`src/rtl/mul_issue_arbiter_if.sv`:
```
// Issue/multiplier/writeback bundle for the shared multiplier arbiter.
// Master is the surrounding core (requesters, multiplier array, writeback); slave is the arbiter.
// Request slots use valid/ready, the multiplier path is fixed-latency, writeback uses valid/ready.
interface mul_issue_arbiter_if #(
  parameter int TAG_W = 6
);
  logic             req0_valid;
  logic             req0_ready;
  logic [5:0]       req0_op;
  logic [31:0]      req0_x;
  logic [31:0]      req0_y;
  logic [TAG_W-1:0] req0_tag;

  logic             req1_valid;
  logic             req1_ready;
  logic [5:0]       req1_op;
  logic [31:0]      req1_x;
  logic [31:0]      req1_y;
  logic [TAG_W-1:0] req1_tag;

  logic [31:0]      mul_x;
  logic [31:0]      mul_y;
  logic             mul_signed;
  logic [31:0]      prod_s_hi;
  logic [31:0]      prod_s_lo;
  logic [31:0]      prod_u_hi;
  logic [31:0]      prod_u_lo;

  logic             wb_valid;
  logic             wb_ready;
  logic [31:0]      wb_hi;
  logic [31:0]      wb_lo;
  logic [TAG_W-1:0] wb_tag;

  modport master (
    output req0_valid, req0_op, req0_x, req0_y, req0_tag,
    input  req0_ready,
    output req1_valid, req1_op, req1_x, req1_y, req1_tag,
    input  req1_ready,
    input  mul_x, mul_y, mul_signed,
    output prod_s_hi, prod_s_lo, prod_u_hi, prod_u_lo,
    input  wb_valid, wb_hi, wb_lo, wb_tag,
    output wb_ready
  );

  modport slave (
    input  req0_valid, req0_op, req0_x, req0_y, req0_tag,
    output req0_ready,
    input  req1_valid, req1_op, req1_x, req1_y, req1_tag,
    output req1_ready,
    output mul_x, mul_y, mul_signed,
    input  prod_s_hi, prod_s_lo, prod_u_hi, prod_u_lo,
    output wb_valid, wb_hi, wb_lo, wb_tag,
    input  wb_ready
  );
endinterface

```
`src/rtl/mul_issue_arbiter.sv`:
```
// Shared MULT/MULTU issue arbiter: slot0>slot1 grant, LAT-deep tag line, result FIFO to writeback.
// Latency: grant -> wb_valid is LAT+1 cycles; one grant per cycle while credits remain.
// Backpressure: a result slot is reserved at grant; wb_ready low stalls grants once credits run out.
// Optional: define MUL_PERF_CNT_EN for perf_grants/perf_stall counters.
module mul_issue_arbiter #(
  parameter int LAT          = 6,
  parameter int RESULT_DEPTH = 4,
  parameter int TAG_W        = 6
) (
  input  logic              clk,
  input  logic              reset,
  input  logic              flush,
  mul_issue_arbiter_if.slave bus
`ifdef MUL_PERF_CNT_EN
  ,
  output logic [31:0]       perf_grants,
  output logic [31:0]       perf_stall
`endif
);

  // Opcode encodings shared with isa.h (MIPS funct field values)
  localparam logic [5:0] OP_MULT  = 6'h18;
  localparam logic [5:0] OP_MULTU = 6'h19;
  localparam int PTR_W = (RESULT_DEPTH > 1) ? $clog2(RESULT_DEPTH) : 1;
  localparam int CNT_W = $clog2(RESULT_DEPTH + 1);

  typedef struct packed {
    logic             vld;
    logic [TAG_W-1:0] tag;
    logic             sgn;
    logic             known;
  } stage_t;

  typedef struct packed {
    logic [31:0]      hi;
    logic [31:0]      lo;
    logic [TAG_W-1:0] tag;
  } res_t;

  stage_t           dl_q [LAT];
  stage_t           dl_d [LAT];
  res_t             mem_q [RESULT_DEPTH];
  res_t             mem_d [RESULT_DEPTH];
  logic [PTR_W-1:0] wr_ptr_q, wr_ptr_d, rd_ptr_q, rd_ptr_d;
  logic [CNT_W-1:0] occ_q, occ_d, count_q, count_d;
  logic             wb_valid_q, wb_valid_d;
  res_t             wb_q, wb_d;

  logic             can_issue, gnt0, gnt1, grant, push, pop;
  logic [5:0]       sel_op;
  logic [TAG_W-1:0] sel_tag;
  logic             op_known, op_signed;
  res_t             push_ent, head;

  function automatic logic [PTR_W-1:0] ptr_inc(input logic [PTR_W-1:0] p);
    if (p == PTR_W'(RESULT_DEPTH - 1)) return '0;
    return p + PTR_W'(1);
  endfunction

  // Grant selection and operand mux; the granted slot drives the multiplier this cycle
  always_comb begin
    can_issue = !reset && !flush && (count_q < CNT_W'(RESULT_DEPTH));
    gnt0      = bus.req0_valid && can_issue;
    gnt1      = bus.req1_valid && !bus.req0_valid && can_issue;
    grant     = gnt0 || gnt1;
    sel_op    = gnt0 ? bus.req0_op  : bus.req1_op;
    sel_tag   = gnt0 ? bus.req0_tag : bus.req1_tag;
    op_known  = grant && ((sel_op == OP_MULT) || (sel_op == OP_MULTU));
    op_signed = grant && (sel_op == OP_MULT);
    bus.req0_ready = gnt0;
    bus.req1_ready = gnt1;
    bus.mul_x      = gnt0 ? bus.req0_x : (gnt1 ? bus.req1_x : 32'h0);
    bus.mul_y      = gnt0 ? bus.req0_y : (gnt1 ? bus.req1_y : 32'h0);
    bus.mul_signed = op_signed;
  end

  // Delay line tracks each op alongside the multiplier pipe; flush kills every stage
  always_comb begin
    dl_d[0] = '{vld: grant, tag: grant ? sel_tag : '0, sgn: op_signed, known: op_known};
    for (int i = 1; i < LAT; i++) dl_d[i] = dl_q[i-1];
    if (flush) begin
      for (int i = 0; i < LAT; i++) dl_d[i].vld = 1'b0;
    end
  end

  // Result FIFO and credit count; head view is registered from the next-state FIFO
  always_comb begin
    push = dl_q[LAT-1].vld && !flush;
    pop  = wb_valid_q && bus.wb_ready;
    push_ent.tag = dl_q[LAT-1].tag;
    if (!dl_q[LAT-1].known) begin
      push_ent.hi = 32'h0;
      push_ent.lo = 32'h0;
    end else if (dl_q[LAT-1].sgn) begin
      push_ent.hi = bus.prod_s_hi;
      push_ent.lo = bus.prod_s_lo;
    end else begin
      push_ent.hi = bus.prod_u_hi;
      push_ent.lo = bus.prod_u_lo;
    end
    mem_d    = mem_q;
    wr_ptr_d = wr_ptr_q;
    rd_ptr_d = rd_ptr_q;
    if (push) begin
      mem_d[wr_ptr_q] = push_ent;
      wr_ptr_d        = ptr_inc(wr_ptr_q);
    end
    if (pop) rd_ptr_d = ptr_inc(rd_ptr_q);
    occ_d   = occ_q + CNT_W'(push) - CNT_W'(pop);
    count_d = count_q + CNT_W'(grant) - CNT_W'(pop);
    if (flush) begin
      wr_ptr_d = '0;
      rd_ptr_d = '0;
      occ_d    = '0;
      count_d  = '0;
    end
    head       = mem_d[rd_ptr_d];
    wb_valid_d = (occ_d != '0);
    wb_d       = wb_valid_d ? head : '0;
  end

  // State registers with synchronous reset
  always_ff @(posedge clk) begin
    if (reset) begin
      for (int i = 0; i < LAT; i++) dl_q[i] <= '0;
      for (int i = 0; i < RESULT_DEPTH; i++) mem_q[i] <= '0;
      wr_ptr_q   <= '0;
      rd_ptr_q   <= '0;
      occ_q      <= '0;
      count_q    <= '0;
      wb_valid_q <= 1'b0;
      wb_q       <= '0;
    end else begin
      dl_q       <= dl_d;
      mem_q      <= mem_d;
      wr_ptr_q   <= wr_ptr_d;
      rd_ptr_q   <= rd_ptr_d;
      occ_q      <= occ_d;
      count_q    <= count_d;
      wb_valid_q <= wb_valid_d;
      wb_q       <= wb_d;
    end
  end

  assign bus.wb_valid = wb_valid_q;
  assign bus.wb_hi    = wb_q.hi;
  assign bus.wb_lo    = wb_q.lo;
  assign bus.wb_tag   = wb_q.tag;

  // Credits are reserved at grant, so a push into a full FIFO means the accounting broke
  a_no_overflow: assert property (@(posedge clk) disable iff (reset)
    !(push && !pop && (occ_q == CNT_W'(RESULT_DEPTH))));

`ifdef MUL_PERF_CNT_EN
  logic [31:0] perf_grants_q, perf_grants_d, perf_stall_q, perf_stall_d;
  logic        stall;

  // Count grants and credit-blocked request cycles; flush does not clear them
  always_comb begin
    stall = (bus.req0_valid || bus.req1_valid) && !reset && !flush &&
            (count_q >= CNT_W'(RESULT_DEPTH));
    perf_grants_d = perf_grants_q + 32'(grant);
    perf_stall_d  = perf_stall_q + 32'(stall);
  end

  // Counter registers
  always_ff @(posedge clk) begin
    if (reset) begin
      perf_grants_q <= '0;
      perf_stall_q  <= '0;
    end else begin
      perf_grants_q <= perf_grants_d;
      perf_stall_q  <= perf_stall_d;
    end
  end

  assign perf_grants = perf_grants_q;
  assign perf_stall  = perf_stall_q;
`endif

endmodule

```
`src/flat_wrapper.sv`:
```
// flat-port wrapper written by rule: the top's interface ports become plain ports
module mul_issue_arbiter_flat 
#(
  parameter int LAT          = 6,
  parameter int RESULT_DEPTH = 4,
  parameter int TAG_W        = 6
)
  (clk, reset, flush, bus_req0_valid, bus_req0_op, bus_req0_x, bus_req0_y, bus_req0_tag, bus_req0_ready, bus_req1_valid, bus_req1_op, bus_req1_x, bus_req1_y, bus_req1_tag, bus_req1_ready, bus_mul_x, bus_mul_y, bus_mul_signed, bus_prod_s_hi, bus_prod_s_lo, bus_prod_u_hi, bus_prod_u_lo, bus_wb_valid, bus_wb_hi, bus_wb_lo, bus_wb_tag, bus_wb_ready);
  mul_issue_arbiter_if #(.TAG_W(TAG_W)) bus_i ();
  input  logic clk;
  input  logic reset;
  input  logic flush;
  input wire logic [$bits(bus_i.req0_valid)-1:0] bus_req0_valid;
  input wire logic [$bits(bus_i.req0_op)-1:0] bus_req0_op;
  input wire logic [$bits(bus_i.req0_x)-1:0] bus_req0_x;
  input wire logic [$bits(bus_i.req0_y)-1:0] bus_req0_y;
  input wire logic [$bits(bus_i.req0_tag)-1:0] bus_req0_tag;
  output wire logic [$bits(bus_i.req0_ready)-1:0] bus_req0_ready;
  input wire logic [$bits(bus_i.req1_valid)-1:0] bus_req1_valid;
  input wire logic [$bits(bus_i.req1_op)-1:0] bus_req1_op;
  input wire logic [$bits(bus_i.req1_x)-1:0] bus_req1_x;
  input wire logic [$bits(bus_i.req1_y)-1:0] bus_req1_y;
  input wire logic [$bits(bus_i.req1_tag)-1:0] bus_req1_tag;
  output wire logic [$bits(bus_i.req1_ready)-1:0] bus_req1_ready;
  output wire logic [$bits(bus_i.mul_x)-1:0] bus_mul_x;
  output wire logic [$bits(bus_i.mul_y)-1:0] bus_mul_y;
  output wire logic [$bits(bus_i.mul_signed)-1:0] bus_mul_signed;
  input wire logic [$bits(bus_i.prod_s_hi)-1:0] bus_prod_s_hi;
  input wire logic [$bits(bus_i.prod_s_lo)-1:0] bus_prod_s_lo;
  input wire logic [$bits(bus_i.prod_u_hi)-1:0] bus_prod_u_hi;
  input wire logic [$bits(bus_i.prod_u_lo)-1:0] bus_prod_u_lo;
  output wire logic [$bits(bus_i.wb_valid)-1:0] bus_wb_valid;
  output wire logic [$bits(bus_i.wb_hi)-1:0] bus_wb_hi;
  output wire logic [$bits(bus_i.wb_lo)-1:0] bus_wb_lo;
  output wire logic [$bits(bus_i.wb_tag)-1:0] bus_wb_tag;
  input wire logic [$bits(bus_i.wb_ready)-1:0] bus_wb_ready;
  assign bus_i.req0_valid = bus_req0_valid;
  assign bus_i.req0_op = bus_req0_op;
  assign bus_i.req0_x = bus_req0_x;
  assign bus_i.req0_y = bus_req0_y;
  assign bus_i.req0_tag = bus_req0_tag;
  assign bus_req0_ready = bus_i.req0_ready;
  assign bus_i.req1_valid = bus_req1_valid;
  assign bus_i.req1_op = bus_req1_op;
  assign bus_i.req1_x = bus_req1_x;
  assign bus_i.req1_y = bus_req1_y;
  assign bus_i.req1_tag = bus_req1_tag;
  assign bus_req1_ready = bus_i.req1_ready;
  assign bus_mul_x = bus_i.mul_x;
  assign bus_mul_y = bus_i.mul_y;
  assign bus_mul_signed = bus_i.mul_signed;
  assign bus_i.prod_s_hi = bus_prod_s_hi;
  assign bus_i.prod_s_lo = bus_prod_s_lo;
  assign bus_i.prod_u_hi = bus_prod_u_hi;
  assign bus_i.prod_u_lo = bus_prod_u_lo;
  assign bus_wb_valid = bus_i.wb_valid;
  assign bus_wb_hi = bus_i.wb_hi;
  assign bus_wb_lo = bus_i.wb_lo;
  assign bus_wb_tag = bus_i.wb_tag;
  assign bus_i.wb_ready = bus_wb_ready;
  mul_issue_arbiter #(.LAT(LAT), .RESULT_DEPTH(RESULT_DEPTH), .TAG_W(TAG_W)) u_core (.clk(clk), .reset(reset), .flush(flush), .bus(bus_i));
endmodule
```
`config.mk`:
```
export PLATFORM = sky130hd
export DESIGN_NAME = mul_issue_arbiter_flat
export DESIGN_NICKNAME = d
export VERILOG_FILES = /design/src/rtl/mul_issue_arbiter_if.sv /design/src/rtl/mul_issue_arbiter.sv /design/src/flat_wrapper.sv
export SDC_FILE = /design/constraint.sdc
export NUM_CORES = 1
export LEC_CHECK = 0
export BUFFER_PORTS_ARGS = -buffer_cell sky130_fd_sc_hd__buf_2
export CAP_MARGIN = 30
export CORE_MARGIN = 2
export CORE_UTILIZATION = 46
export DETAILED_ROUTE_END_ITERATION = 7
export PLACE_DENSITY = 0.75
export SLEW_MARGIN = 40
export SYNTH_ARGS = -nofsm -noshare
export SYNTH_HDL_FRONTEND = slang
export SYNTH_SLANG_ARGS = --single-unit
```
`constraint.sdc`:
```
create_clock -name clk -period 6.1 [get_ports clk]
set_input_delay 0.915 -clock clk [delete_from_list [all_inputs] [get_ports clk]]
set_output_delay 0.915 -clock clk [all_outputs]
set_load 0.1 [all_outputs]
```
## After elaboration in Yosys (flattened, before gate mapping)

Index checks and enable logic that the tools add are counted.

- Bitwise operators: 4
- Equal/unequal tests: 4
- Magnitude comparators: 4
- $add $sub $neg: 6
- Multiplexer cells: 26
- Reduce and logical (&&, ||, !) cells: 19

Operator list:

| cell | number |
|---|---|
| $bwmux 280 | 1 |
| $mux 280 | 1 |
| $mux 70 | 3 |
| $bmux 70 s2 | 1 |
| $demux 70 s2 | 1 |
| $mux 32 | 4 |
| $mux 64 | 2 |
| $eq 6x5->1 const B | 2 |
| $mux 2 | 6 |
| $mux 6 | 2 |
| $logic_and 1x1->1 | 10 |
| $add 3x1->3 | 2 |
| $ge 3x3->1 const B | 2 |
| $not 2->3 | 2 |
| $reduce_or 2->1 | 3 |
| $sub 3x1->3 | 2 |
| $add 2x1->2 const B | 2 |
| $eq 2x2->1 const B | 2 |
| $mux 1 | 4 |
| $logic_not 1->1 | 3 |
| $lt 3x1->1 const B | 1 |
| $lt 3x3->1 const B | 1 |
| $mux 3 | 1 |
| $reduce_bool 3->1 | 1 |
| 2 further kinds | 4 |

- Input port bits: 286
- Output and inout bits: 138
- Register bits: 415
- Logic and storage cells: 107

## Longest topological paths before layout

- Depth after elaboration: 10
- Gate-level depth with buffers: 11

## Worst setup path before layout

Ideal clock, no wire load.

- Path kind: input-to-output
- Start point: input reset
- End point: output bus_mul_signed
- Stages on the path: 6
- Buffers on the path: 1
- Arrival: 6.449 ns
- Slack: -1.264 ns
- Cell sequence: buf_2 -> nor3_1 -> nand2_1 -> nor3_1 -> a21oi_1 -> a2111oi_0

- Word-level cells in the longest chain between the ends: 7
- Elaborated cells between the ends (all ways): 9

RTL lines:

| item | line | source |
|---|---|---|
| from (decl) | flat_wrapper.sv:11 | `input logic reset;` |
| $logic_not 1->1 * | mul_issue_arbiter.sv:62 | `can_issue = !reset && !flush && (count_q < CNT_W'(RESULT_DEPTH));` |
| $logic_and 1x1->1 * (2 in a row) | mul_issue_arbiter.sv:62 |  |
| $logic_and 1x1->1 | mul_issue_arbiter.sv:63 | `gnt0 = bus.req0_valid && can_issue;` |
| $mux 6 | mul_issue_arbiter.sv:66 | `sel_op = gnt0 ? bus.req0_op : bus.req1_op;` |
| $eq 6x5->1 | mul_issue_arbiter.sv:69 | `op_signed = grant && (sel_op == OP_MULT);` |
| $logic_and 1x1->1 * | mul_issue_arbiter.sv:69 |  |
| to (decl) | flat_wrapper.sv:27 | `output wire logic [$bits(bus_i.mul_signed)-1:0] bus_mul_signed;` |

Mark *: on every way between the ends. The rest lies on a longest branch, timed or not.

## Worst setup path after layout

- Start point: input flush
- End point: output bus_mul_y[3]

- Word-level cells in the longest chain between the ends: 6
- Elaborated cells between the ends (all ways): 7

RTL lines:

| item | line | source |
|---|---|---|
| from (decl) | flat_wrapper.sv:12 | `input logic flush;` |
| $logic_not 1->1 * | mul_issue_arbiter.sv:62 |  |
| $logic_and 1x1->1 * (2 in a row) | mul_issue_arbiter.sv:62 |  |
| $logic_and 1x1->1 | mul_issue_arbiter.sv:64 | `gnt1 = bus.req1_valid && !bus.req0_valid && can_issue;` |
| $mux 32 | mul_issue_arbiter.sv:73 | `bus.mul_y = gnt0 ? bus.req0_y : (gnt1 ? bus.req1_y : 32'h0);` |
| $mux 32 * | mul_issue_arbiter.sv:73 |  |
| to (decl) | flat_wrapper.sv:26 | `output wire logic [$bits(bus_i.mul_y)-1:0] bus_mul_y;` |

Marked as above.

==> impl_metrics.csv <==
group,metric,value,unit
outcome,outcome,"complete, no violations",
drt,dr.pass1.iters,7,
timing,rsz0062_at_grt,"false",
timing,worstMarginPinSlew,816,ps
drt,first_iter_violations,1413,
cells_and_area,final_cell_mix,"422 x buf_2, 414 x dfxtp_1, 311 x nand2_1",
clock_network,clk_pin_slew,60,ps
timing,fin_skew,11.9,ps
synth,avgSynthCellArea,8.52,sq um
clock_network,cts_buffers,43,
synth,syn-cell-area,17700,sq um
place,place_congestion,1.00,
run,drv_cap,0,
grt,grt_pass1_vias,15500,
clock_network,clockRootBuffer,"clkbuf_16",
power,peakVddDrop,0.188,mV
synth,yosysTopAreaCell,"dfxtp_1",
die,num_rows,71,
cells_and_area,fin_nets,2665,
grt,grt_max_degree,154,
synth,yosysWarnings,0,
setup_path,critical-path-slowest-cell,"inv_4",
clock_network,cts_tree,"built",
setup_path,crit_fanout,73,
timing,period_minus_slack,4090,ps
power,power,5.65,mW
synth,synth.area.top_cells,"dfxtp_1 47%, nand2_1 6.7%, nor2_1 5.9%",
setup_path,path_cells,"buf_2 -> nor3_1 -> nand2_1 -> inv_4 -> a22o_1 -> buf_2",
timing,drv_slew,0,
cells_and_area,final_common_cell,"buf_2",
die,pin_count,424,
clock_network,clk_latency,530,ps
timing,hold_slack,424,ps
clock_network,postCtsHoldBufs,0,
setup_path,crit_start,"flush",
cells_and_area,drive_gt1_share,24.8,%
place,io_buffers,423,
cells_and_area,final_util,56.3,%
die,die_area,40000,sq um
setup_path,r2r-start,"u_core.dl_q[8]",
die,dieHeight,200,microns
die,die_x,200,microns
power,p_leak,8.98,nW
drt,ant_nets,0,
drt,finalWirelength,62400,microns
drt,wire_per_inst,21.4,microns
grt,antenna_found_initial,7,
synth,synth.top_cell.area_share,47.1,%
synth,ys_ff_latch,415,
grt,grt_overflow,0,
setup_path,required,5180,ps
synth,synth_cell_types,44,
grt,grt_use_total,30.2,%
setup_path,cp_num_buf_inv,3,
timing,fin_crit_sh,67.0,%
place,place_hpwl,40500,microns
setup_path,end_kind,"output port",
clock_network,post_cts_buffers,0,
drt,vias_per_cell,5.74,
synth,synth_edf_count,0,
setup_path,path_common_cell,"buf_2",
timing,slew_headroom,45.6,%
drt,route.vias.total,16700,
setup_path,max_stage_delay,590,ps
cells_and_area,area_growth,20.5,%
clock_network,cts.path.max_buffers,3,
synth,synth_flop_cell,"dfxtp_1",
timing,setup_violations,0,
grt,grt_pass1_wl,90900,microns
synth,ys_seq_area_share,47.1,%
setup_path,crit_family,"buffers and inverters",
drt,drc,0,
worst_hold_path,holdCritStartpoint,"u_core.dl_q[17]",
worst_hold_path,hold_path_class,"register to register",
clock_network,h-tree-depth,2,
timing,timing.final.hold_violations,0,
timing,fmax,245,MHz
clock_network,cts-resized-gates,0,
power,p_per_area,266,nW/um^2
timing,fin_setup_tns,0,ps
setup_path,timing.setup.critical_path_class,"input pin to output port",
setup_path,arrival,3170,ps
clock_network,cts_sinks,415,
setup_path,startpoint_type,"input pin",
synth,syn_inst,2073,
die,core,37800,sq um
die,start_util,46.8,%
synth,syn_nets,2368,
synth,async_flop_share,0,%
metrics by stage:
stage / cell area (sq um) / setup slack (ps) / instances
after floorplan: 17700 / 114 / 2073
after global placement: 19800 / 1630 / 2831
after detailed placement: 19900 / 1700 / 2834
after CTS: 21200 / 1710 / 2907
after global routing: 21300 / 1870 / 2910
final: 21300 / 2010 / 2910
power by group:
| group | total (mW) | internal [mW] | switching [mW] |
|---|---|---|---|
| clock network | 2.52 | 1.47 | 1.05 |
| logic | 0.419 | 0.117 | 0.302 |
| registers | 2.72 | 2.71 | 0.00114 |
| total | 5.65 | 4.30 | 1.35 |
cells in the mapped netlist, types with 3 or more instances:
cell type  count
a211oi_1     124
a21oi_1      156
a22o_1        64
a22oi_1      132
and2_1        12
and3_1       129
buf_1         31
buf_2         44
buf_4          6
buf_6          5
clkbuf_1     107
dfxtp_1      415
ha_1           7
inv_1          8
mux2_2        68
mux2i_1        5
nand2_1      314
nor2_1       277
nor2b_1       41
nor3_1        15
o2111ai_1      6
o22ai_1       62
o41ai_2        6
or3_1         12
xnor2_1        3
path summary, 6_finish.rpt:
| kind | endpoint | slack [ps] | cells after the start |
|---|---|---|---|
| worst max-delay path | bus_mul_y[3] | 2010 | 6 |
| worst min-delay path | u_core.dl_q[8] | 420 | 1 |
| worst max register to register | u_core.bus.wb_lo[19] | 2380 | 9 |
| worst min register to register | u_core.dl_q[8] | 420 | 1 |
state kept, by name (all words and copies together), names as in the netlist:
signal               flops
u_core.dl_q             14
u_core.bus.wb_valid      1
u_core.wr_ptr_q          2
u_core.bus.wb_lo        32
u_core.occ_q             3
u_core.count_q           3
u_core.bus.wb_tag        6
u_core.mem_q           280
u_core.bus.wb_hi        32
u_core.dl_d             40
u_core.rd_ptr_q          2
per-layer routing:
layer	share of wire [%]	routed length, microns	vias up	GRT usage [%]
met5	0	0	-	0
met4	5.5	3410	0	16.8
met3	5.9	3690	133	4.02
met2	52	32300	692	55.4
met1	37	23000	7978	33.6
li1	-	-	7911	-
worst reg2reg max path: stages, from the launching register on:
cell and delay (ps):
dfxtp_1 400, nor2b_1 650, ha_1 270, inv_1 60
fa_1 410, xnor3_1 290, a31oi_4 130, nand2_2 590
buf_4 600, o22ai_1 190
cell families after synthesis:
| group | Yosys count | synth area share (%) |
|---|---|---|
| and+or+nand+nor | 808 | 20.2 |
| AOI/OAI and AO/OA | 561 | 22.1 |
| DFF | 415 | 47.1 |
| buffers and inverters | 202 | 4.95 |
| muxes | 73 | 4.62 |
| adders and majority gates | 9 | 0.723 |
| xor gates and xnor gates | 5 | 0.326 |
area by class of cell:
class / instances / area [sq um]
diodes: 1 / 2.50
clock buffers: 63 / 1260
clock inverters: 10 / 81.3
fillers: 3407 / 16500
inverters: 9 / 36.3
multi-input cells: 1456 / 8520
flip-flops and latches: 415 / 8310
well taps: 511 / 639
repair buffers: 445 / 2410
(Power assumes the default switching activity.)
